==> config.mk <==
export PLATFORM = sky130hd
export DESIGN_NAME = idle_anim_sched_flat
export DESIGN_NICKNAME = d
export VERILOG_FILES = /design/src/rtl/idle_anim_sched_pkg.sv /design/src/rtl/idle_anim_sched_if.sv /design/src/rtl/idle_anim_sched_tick_gen.sv /design/src/rtl/idle_anim_sched.sv /design/src/flat_wrapper.sv
export SDC_FILE = /design/constraint.sdc
export NUM_CORES = 1
export LEC_CHECK = 0
export CORE_MARGIN = 2
export CORE_UTILIZATION = 52
export DETAILED_ROUTE_END_ITERATION = 16
export PLACE_DENSITY_LB_ADDON = 0.12
export SLEW_MARGIN = 20
export SYNTH_ARGS = -nofsm -noshare
export SYNTH_HDL_FRONTEND = slang
export SYNTH_SLANG_ARGS = --single-unit
==> constraint.sdc <==
create_clock -name hz100 -period 2.7 [get_ports hz100]
set_clock_uncertainty 0.05 [all_clocks]
set_input_delay 0.27 -clock hz100 [delete_from_list [all_inputs] [get_ports hz100]]
set_output_delay 0.27 -clock hz100 [all_outputs]
set_load 0.05 [all_outputs]
==> src/rtl/idle_anim_sched_pkg.sv <==
// Shared types and constants for the idle animation scheduler.
// Used by the scheduler top, its tick divider and the LED bank interface.
package anim_pkg;

    typedef enum logic [1:0] {
        ANIM_FILL,
        ANIM_SPIN,
        ANIM_USER
    } anim_state_t;

    localparam int unsigned LAP_W       = 4;

    localparam int unsigned DEF_REGLEN  = 16;
    localparam int unsigned DEF_SNKLEN  = 8;
    localparam int unsigned DEF_DIV     = 4;
    localparam int unsigned DEF_TIMEOUT = 32;

    // Counter width able to hold 0..n-1, never narrower than one bit
    function automatic int unsigned cnt_w(input int unsigned n);
        return (n > 1) ? $clog2(n) : 1;
    endfunction

endpackage

==> src/rtl/idle_anim_sched_if.sv <==
// LED bank interface between the user display source and the animation scheduler.
// The scheduler sits on the slave side; the user/top-level I/O is the master.
interface idle_anim_sched_if
    import anim_pkg::*;
#(
    parameter int unsigned REGLEN = DEF_REGLEN
) ();

    logic              user_req;
    logic [REGLEN-1:0] user_pat;
    logic [REGLEN-1:0] pattern;
    logic              owner;
    logic              tick;
    logic [LAP_W-1:0]  lap;

    modport master (
        output user_req,
        output user_pat,
        input  pattern,
        input  owner,
        input  tick,
        input  lap
    );

    modport slave (
        input  user_req,
        input  user_pat,
        output pattern,
        output owner,
        output tick,
        output lap
    );

endinterface

==> src/rtl/idle_anim_sched_tick_gen.sv <==
// Free-running animation tick divider: one-cycle strobe every DIV hz100 cycles.
// With DIV=1 the strobe is constantly high.
module tick_gen
    import anim_pkg::*;
#(
    parameter int unsigned DIV = DEF_DIV
) (
    input  logic hz100,
    input  logic reset,
    output logic tick
);

    localparam int unsigned CNT_W = cnt_w(DIV);

    logic [CNT_W-1:0] cnt_q;
    logic [CNT_W-1:0] cnt_d;

    assign tick = (cnt_q == CNT_W'(DIV - 1));

    always_comb begin
        cnt_d = tick ? '0 : cnt_q + CNT_W'(1);
    end

    always_ff @(posedge hz100) begin
        if (reset) begin
            cnt_q <= '0;
        end else begin
            cnt_q <= cnt_d;
        end
    end

endmodule

==> src/rtl/idle_anim_sched.sv <==
// LED bank controller: snake animation (fill, then rotate with lap count) arbitrated
// against a user source. `IDLE_TIMEOUT_EN selects tick-based idle timeout on release.
module idle_anim_sched
    import anim_pkg::*;
#(
    parameter int unsigned REGLEN  = DEF_REGLEN,
    parameter int unsigned SNKLEN  = DEF_SNKLEN,
    parameter int unsigned DIV     = DEF_DIV,
    parameter int unsigned TIMEOUT = DEF_TIMEOUT
) (
    input  logic              hz100,
    input  logic              reset,
    idle_anim_sched_if.slave  bus
);

    localparam int unsigned POS_W  = cnt_w(REGLEN);
    localparam int unsigned FILL_W = $clog2(SNKLEN + 1);

    logic tick;

    tick_gen #(.DIV(DIV)) u_tick_gen (
        .hz100 (hz100),
        .reset (reset),
        .tick  (tick)
    );

    anim_state_t       state_q, state_d;
    logic [REGLEN-1:0] anim_q, anim_d;
    logic [FILL_W-1:0] fill_q, fill_d;
    logic [POS_W-1:0]  pos_q, pos_d;
    logic [LAP_W-1:0]  lap_q, lap_d;
    logic              exit_user;
    logic              owner_c;

`ifdef IDLE_TIMEOUT_EN
    localparam int unsigned IDLE_W = cnt_w(TIMEOUT);
    logic [IDLE_W-1:0] idle_q, idle_d;
`endif

    // Next-state: arbitration takes priority over animation advance
    always_comb begin
        state_d   = state_q;
        anim_d    = anim_q;
        fill_d    = fill_q;
        pos_d     = pos_q;
        lap_d     = lap_q;
        exit_user = 1'b0;
`ifdef IDLE_TIMEOUT_EN
        idle_d    = idle_q;
`endif

        case (state_q)
            ANIM_FILL, ANIM_SPIN: begin
                if (bus.user_req) begin
                    state_d = ANIM_USER;
`ifdef IDLE_TIMEOUT_EN
                    idle_d  = '0;
`endif
                end else if (tick) begin
                    if (state_q == ANIM_FILL) begin
                        anim_d = {anim_q[REGLEN-2:0], 1'b1};
                        fill_d = fill_q - FILL_W'(1);
                        if (fill_q == FILL_W'(1)) begin
                            state_d = ANIM_SPIN;
                            pos_d   = '0;
                        end
                    end else begin
                        anim_d = {anim_q[REGLEN-2:0], anim_q[REGLEN-1]};
                        if (pos_q == POS_W'(REGLEN - 1)) begin
                            pos_d = '0;
                            lap_d = lap_q + LAP_W'(1);
                        end else begin
                            pos_d = pos_q + POS_W'(1);
                        end
                    end
                end
            end
            ANIM_USER: begin
`ifdef IDLE_TIMEOUT_EN
                if (bus.user_req) begin
                    idle_d = '0;
                end else if (tick) begin
                    if (idle_q == IDLE_W'(TIMEOUT - 1)) begin
                        exit_user = 1'b1;
                    end else begin
                        idle_d = idle_q + IDLE_W'(1);
                    end
                end
`else
                exit_user = !bus.user_req;
`endif
            end
            default: begin
                state_d = ANIM_FILL;
            end
        endcase

        // Reclaim restarts the snake from empty; lap survives
        if (exit_user) begin
            state_d = ANIM_FILL;
            anim_d  = '0;
            fill_d  = FILL_W'(SNKLEN);
            pos_d   = '0;
`ifdef IDLE_TIMEOUT_EN
            idle_d  = '0;
`endif
        end
    end

    always_ff @(posedge hz100) begin
        if (reset) begin
            state_q <= ANIM_FILL;
            anim_q  <= '0;
            fill_q  <= FILL_W'(SNKLEN);
            pos_q   <= '0;
            lap_q   <= '0;
`ifdef IDLE_TIMEOUT_EN
            idle_q  <= '0;
`endif
        end else begin
            state_q <= state_d;
            anim_q  <= anim_d;
            fill_q  <= fill_d;
            pos_q   <= pos_d;
            lap_q   <= lap_d;
`ifdef IDLE_TIMEOUT_EN
            idle_q  <= idle_d;
`endif
        end
    end

    assign owner_c     = (state_q == ANIM_USER);
    assign bus.owner   = owner_c;
    assign bus.pattern = owner_c ? bus.user_pat : anim_q;
    assign bus.tick    = tick;
    assign bus.lap     = lap_q;

endmodule

==> src/flat_wrapper.sv <==
// flat-port wrapper written by rule: the top's interface ports become plain ports
module idle_anim_sched_flat import anim_pkg::*;
#(
    parameter int unsigned REGLEN  = DEF_REGLEN,
    parameter int unsigned SNKLEN  = DEF_SNKLEN,
    parameter int unsigned DIV     = DEF_DIV,
    parameter int unsigned TIMEOUT = DEF_TIMEOUT
)
  (hz100, reset, bus_user_req, bus_user_pat, bus_pattern, bus_owner, bus_tick, bus_lap);
  idle_anim_sched_if #(.REGLEN(REGLEN)) bus_i ();
  input  logic hz100;
  input  logic reset;
  input wire logic [$bits(bus_i.user_req)-1:0] bus_user_req;
  input wire logic [$bits(bus_i.user_pat)-1:0] bus_user_pat;
  output wire logic [$bits(bus_i.pattern)-1:0] bus_pattern;
  output wire logic [$bits(bus_i.owner)-1:0] bus_owner;
  output wire logic [$bits(bus_i.tick)-1:0] bus_tick;
  output wire logic [$bits(bus_i.lap)-1:0] bus_lap;
  assign bus_i.user_req = bus_user_req;
  assign bus_i.user_pat = bus_user_pat;
  assign bus_pattern = bus_i.pattern;
  assign bus_owner = bus_i.owner;
  assign bus_tick = bus_i.tick;
  assign bus_lap = bus_i.lap;
  idle_anim_sched #(.REGLEN(REGLEN), .SNKLEN(SNKLEN), .DIV(DIV), .TIMEOUT(TIMEOUT)) u_core (.hz100(hz100), .reset(reset), .bus(bus_i));
endmodule
### Yosys cells after proc, flatten, opt, wreduce, memory -nomap -nowiden

Index checks and enable logic that the tools add are counted.

| cells by class | value |
|---|---|
| $add $sub $neg | 4 |
| eq/ne operators | 9 |
| multiplexer cells | 11 |
| bitwise gates (word level) | 3 |
| reduce and logical (&&, ||, !) cells | 10 |

Operators by type and width:

| cell | number |
|---|---|
| 16-bit 2-to-1 mux | 1 |
| 4-bit 2-to-1 mux | 3 |
| 4-bit AND reduction | 3 |
| 4-bit by 1-bit adder with 4-bit output (second input constant) | 2 |
| 2-bit 2-to-1 mux | 4 |
| 3-bit by 2-bit inequality test with 1-bit output (second input constant) | 2 |
| 2-bit OR reduction | 3 |
| 5-bit AND reduction | 1 |
| 2-bit equality test (second input constant) | 2 |
| 4-bit by 1-bit equality test with 1-bit output (second input constant) | 1 |
| 4-bit equality test (second input constant) | 1 |
| 2-bit case mux with 2 select lines | 1 |
| 4-bit by 1-bit subtractor with 4-bit output (second input constant) | 1 |
| 3-bit inequality test (second input constant) | 1 |
| 1-bit NOT | 3 |
| 3-bit AND reduction | 1 |
| 2-bit by 1-bit adder with 2-bit output (second input constant) | 1 |
| 2-bit by 1-bit equality test with 1-bit output (second input constant) | 1 |
| 2-bit logical NOT | 1 |
| 1-bit 2-to-1 mux | 2 |
| 2-bit inequality test (second input constant) | 1 |
| 1-bit logical NOT | 1 |

| word-level totals | value |
|---|---|
| register bits | 32 |
| input port bits | 19 |
| output and inout port bits | 22 |
| logic and storage cells | 43 |

### Logic depth before layout (Yosys ltp)

| logic depth | value |
|---|---|
| depth after elaboration | 6 |
| gate-level depth with buffers | 6 |
| mapped depth without buffers | 6 |

### Hierarchy

From an unflattened synthesis, not the netlist that was laid out.

| unflattened totals | value |
|---|---|
| cell total of the unflattened synthesis | 167 |
| area, all modules | 1487.7 µm² |

By module, submodules not included:

| module | instances | cells an instance | area each (µm²) | sequential area each (µm²) |
|---|---|---|---|---|
| idle_anim_sched | 1 | 162 | 1412.6 | 600.6 |
| tick_gen | 1 | 5 | 75.1 | 40.0 |

### Worst setup path before layout

OpenSTA, ideal clock, no wires.

| path | value |
|---|---|
| kind | register -> output |
| start point | register u_core.state_q[1] |
| end point | output port bus_pattern[15] |
| arrival | 1962 ps |
| data required time | 2380 ps |
| setup slack | 418 ps |
| stages on the path, launching flop included | 6 |
| path buffers | 3 |
| cells stage by stage | dfxtp_1 -> buf_6 -> nor2b_1 -> buf_6 -> buf_6 -> o21ai_0 |

| on the way | value |
|---|---|
| cells in the longest elaborated chain, start to end | 2 |

RTL lines:

| element | RTL line | text |
|---|---|---|
| from (decl) | idle_anim_sched.sv:27 | `anim_state_t state_q, state_d;` |
| from (signal assigned) | idle_anim_sched.sv:121 | `state_q <= state_d;` |
| 2-bit equality test | idle_anim_sched.sv:132 | `assign owner_c = (state_q == ANIM_USER);` |
| net bus_owner | flat_wrapper.sv:16 | `output wire logic [$bits(bus_i.owner)-1:0] bus_owner;` |
| 16-bit 2-to-1 mux | idle_anim_sched.sv:134 | `assign bus.pattern = owner_c ? bus.user_pat : anim_q;` |
| to (decl) | flat_wrapper.sv:15 | `output wire logic [$bits(bus_i.pattern)-1:0] bus_pattern;` |

The timed path passes the listed nets, and every way through them passes these cells.

### Final worst setup path

| path | value |
|---|---|
| start point | register u_core.state_q[1] |
| end point | output port bus_pattern[9] |

| on the way | value |
|---|---|
| cells in the longest elaborated chain, start to end | 2 |

RTL lines:

| element | RTL line |
|---|---|
| 2-bit equality test | idle_anim_sched.sv:132 |
| 16-bit 2-to-1 mux | idle_anim_sched.sv:134 |

No other way between the ends.

==> flow_summary.toml <==
[run_status]
status = "finished, final reports clean"

[global_routing]
grt_pass1_vias = 1233
grt_overflow = 0
grt_max_degree = 24
antenna_found_initial = 0
grt_use_total_pct = 20.7
grt_first_pass_wirelength_microns = 5550

[critical_path]
endpoint_kind = "primary output"
crit_buf_inv = 2
startpoint_type = "flop"
worstPathRequired_ns = 2.38
worstSetupPathDepth = 4
cp.arrival_ns = 1.90
critPathTopFamily = "flip-flops"
slowest_delay_ns = 0.54
r2r_cells = 4
slowest_stage = "dfxtp_1"
criticalPathCategory = "flop to primary output"
path_cells = "nor2b_2, buf_4, mux2_2, buf_4"
critPathMaxFanout = 19
crit_top_cell = "buf_4"

[cts]
cts_setup_buffers = 0
cts_sinks = 32
cts_buffer_depth = 2
numCtsBuffers = 5
clk_pin_slew_ns = 0.09
cts_resized = 0
root_buffer = "clkbuf_4"
cts_tree = "done"
postCtsHoldBufs = 0
htreeDepth = 2
clk_latency_ns = 0.34

[yosys]
synth.avg_cell_area_sq_um = 9.62
syn_area_sq_um = 1660
ys_seq_area_share_pct = 38.5
synth-xor-area-share_pct = 3.16
synth_flop_cell = "dfxtp_1"
ys_types = 37
yosys_warnings = 0
yosys.area_share.simple_pct = 21.7
synth_mux_area_share_pct = 10.2
async_flop_share_pct = 0
synth_edf_count = 0
ys_ff_latch = 32
syn_nets = 197
synth_compound_gate_area_share_pct = 15.6
yosys.area_share.adder_pct = 3.76
synth_top_family_by_area = "simple AND/OR/NAND/NOR gates"
synthCells = 173

[sta]
fin_hold_ws_ns = 0.390
hold_viol = 0
finalSetupViolCount = 0
fmax_mhz = 450
report.final.slew_viol_count = 0
slew_headroom_pct = 62.7
rsz0062_at_grt = "false"
setup-tns-final_ns = 0
worst_pin_slew_ns = 0.558
fin_crit_ns = 2.22
period_share_pct = 82.4

[pwr]
power.total_uw = 922
peakVddDrop_uv = 372
pwr-share-comb_pct = 16.2
p_int_uw = 670
p_leak_uw = 0.000755
seqPwrFrac_pct = 52.5
switching_share_pct = 27.3
clkPwrFrac_pct = 31.3
p_switching_uw = 252
p_per_area_nw_per_um2 = 446

[routing]
drt-initial-drc-count = 30
first_pass_iters = 4
via_count = 1299
totalWireLength_microns = 3370
remaining_drc_errors = 0
post_drt_wl_per_cell_microns = 13.1
via_per_inst = 5.05
antenna_left = 0

[place]
dpl.hpwl_microns = 2440
place_area_sq_um = 2010
gp_congestion = 0.681
port_buffers = 40

[cells_and_area]
syn_to_final_growth_pct = 24.2
fillers = 277
nNetsFinal = 236
regArea_sq_um = 641
layout_common_cells = "nand2_1, dfxtp_1, clkdlybuf4s50_1"
multi_input_area_sq_um = 908
post_route_cells_drive_above_1_share_pct = 27.7
final_common_cell = "nand2_1"
antenna-diode-count = 0
final_area_sq_um = 2070

[floorplan]
die_y_microns = 60.6
start_util_pct = 54.5
dieWidth_microns = 60.6
num_rows = 20
num_io_pins = 41
dieArea_sq_um = 3670
coreArea_sq_um = 3050

[min_path]
min_path_type = "flop to flop"
holdPathStages = 1

[job]
cap_violations = 0
cells by family after synthesis:
family / count (synthesis)
AND/OR/NAND/NOR: 68
AO/OA/AOI/OAI: 32
multiplexers: 15
adder cells (fa/ha/maj): 5
XOR/XNOR: 6
flip-flops: 32
buffers and inverters: 15
sequential cells by signal (all words and copies together), names as in the netlist:
register and count:
u_core.u_tick_gen.cnt_q 2, u_core.anim_q 16, u_core.fill_q 4, u_core.state_q 2, u_core.pos_q 4, u_core.bus.lap 4
through the flow:
stage | worst slack (ns) | cells | util (%)
6_report | 0.476 | 257 | 67.7
5_1_grt | 0.363 | 257 | 67.7
4_1_cts | 0.451 | 257 | 67.7
3_5_place_dp | 0.834 | 249 | 65.8
3_3_place_gp | 0.855 | 249 | 65.8
2_1_floorplan | 0.418 | 173 | -
power groups by stage:
stage / logic [uW] / clock network, uW / registers (uW)
after floorplan: 105 / 0 / 492
after global placement: 147 / 0 / 494
after detailed placement: 150 / 0 / 495
after CTS: 151 / 296 / 484
after global routing: 159 / 319 / 486
final: 149 / 289 / 484
cell type report:
class	instances	area share, %
Tap cell	44	2.66
Inverter	5	0.908
Multi-Input combinational cell	126	43.9
Clock buffer	8	2.85
Sequential cell	32	31.0
Timing Repair Buffer	42	18.6
cells in the mapped netlist (all sizes together) (2+ instances only):
| cell type | instances | share of area [%] |
|---|---|---|
| nand2 | 35 | 7.9 |
| ha | 5 | 3.8 |
| inv | 5 | 1.1 |
| xnor2 | 4 | 2.1 |
| a211oi | 2 | 0.90 |
| buf | 9 | 5.7 |
| a21o | 2 | 1.4 |
| xor2 | 2 | 1.1 |
| mux2 | 15 | 10 |
| nand3 | 3 | 0.90 |
| nor2 | 13 | 3.1 |
| o21ai | 4 | 1.2 |
| nor3 | 6 | 2.1 |
| a21oi | 20 | 9.8 |
| nor3b | 3 | 1.7 |
| dfxtp | 32 | 38 |
routing by layer:
layer | part of all wire (%) | track usage [%] | up-vias
met5 | 0 | 0 | -
met4 | 1.6 | 8.39 | 0
met3 | 4.2 | 6.40 | 6
met2 | 49 | 33.3 | 26
met1 | 45 | 25.9 | 597
li1 | - | - | 670
final timing paths:
path,startpoint,to,slack (ns)
max,u_core.state_q[1]$_SDFFE_PP0P_,bus_pattern[9],0.48
min,u_core.u_tick_gen.cnt_q[0]$_SDFF_PP0_,u_core.u_tick_gen.cnt_q[0]$_SDFF_PP0_,0.39
max reg2reg,u_core.state_q[0]$_SDFFE_PP0P_,u_core.anim_q[0]$_SDFFE_PP0P_,1.01
min reg2reg,u_core.u_tick_gen.cnt_q[0]$_SDFF_PP0_,u_core.u_tick_gen.cnt_q[0]$_SDFF_PP0_,0.39
Power figures use the tool's default switching activity.
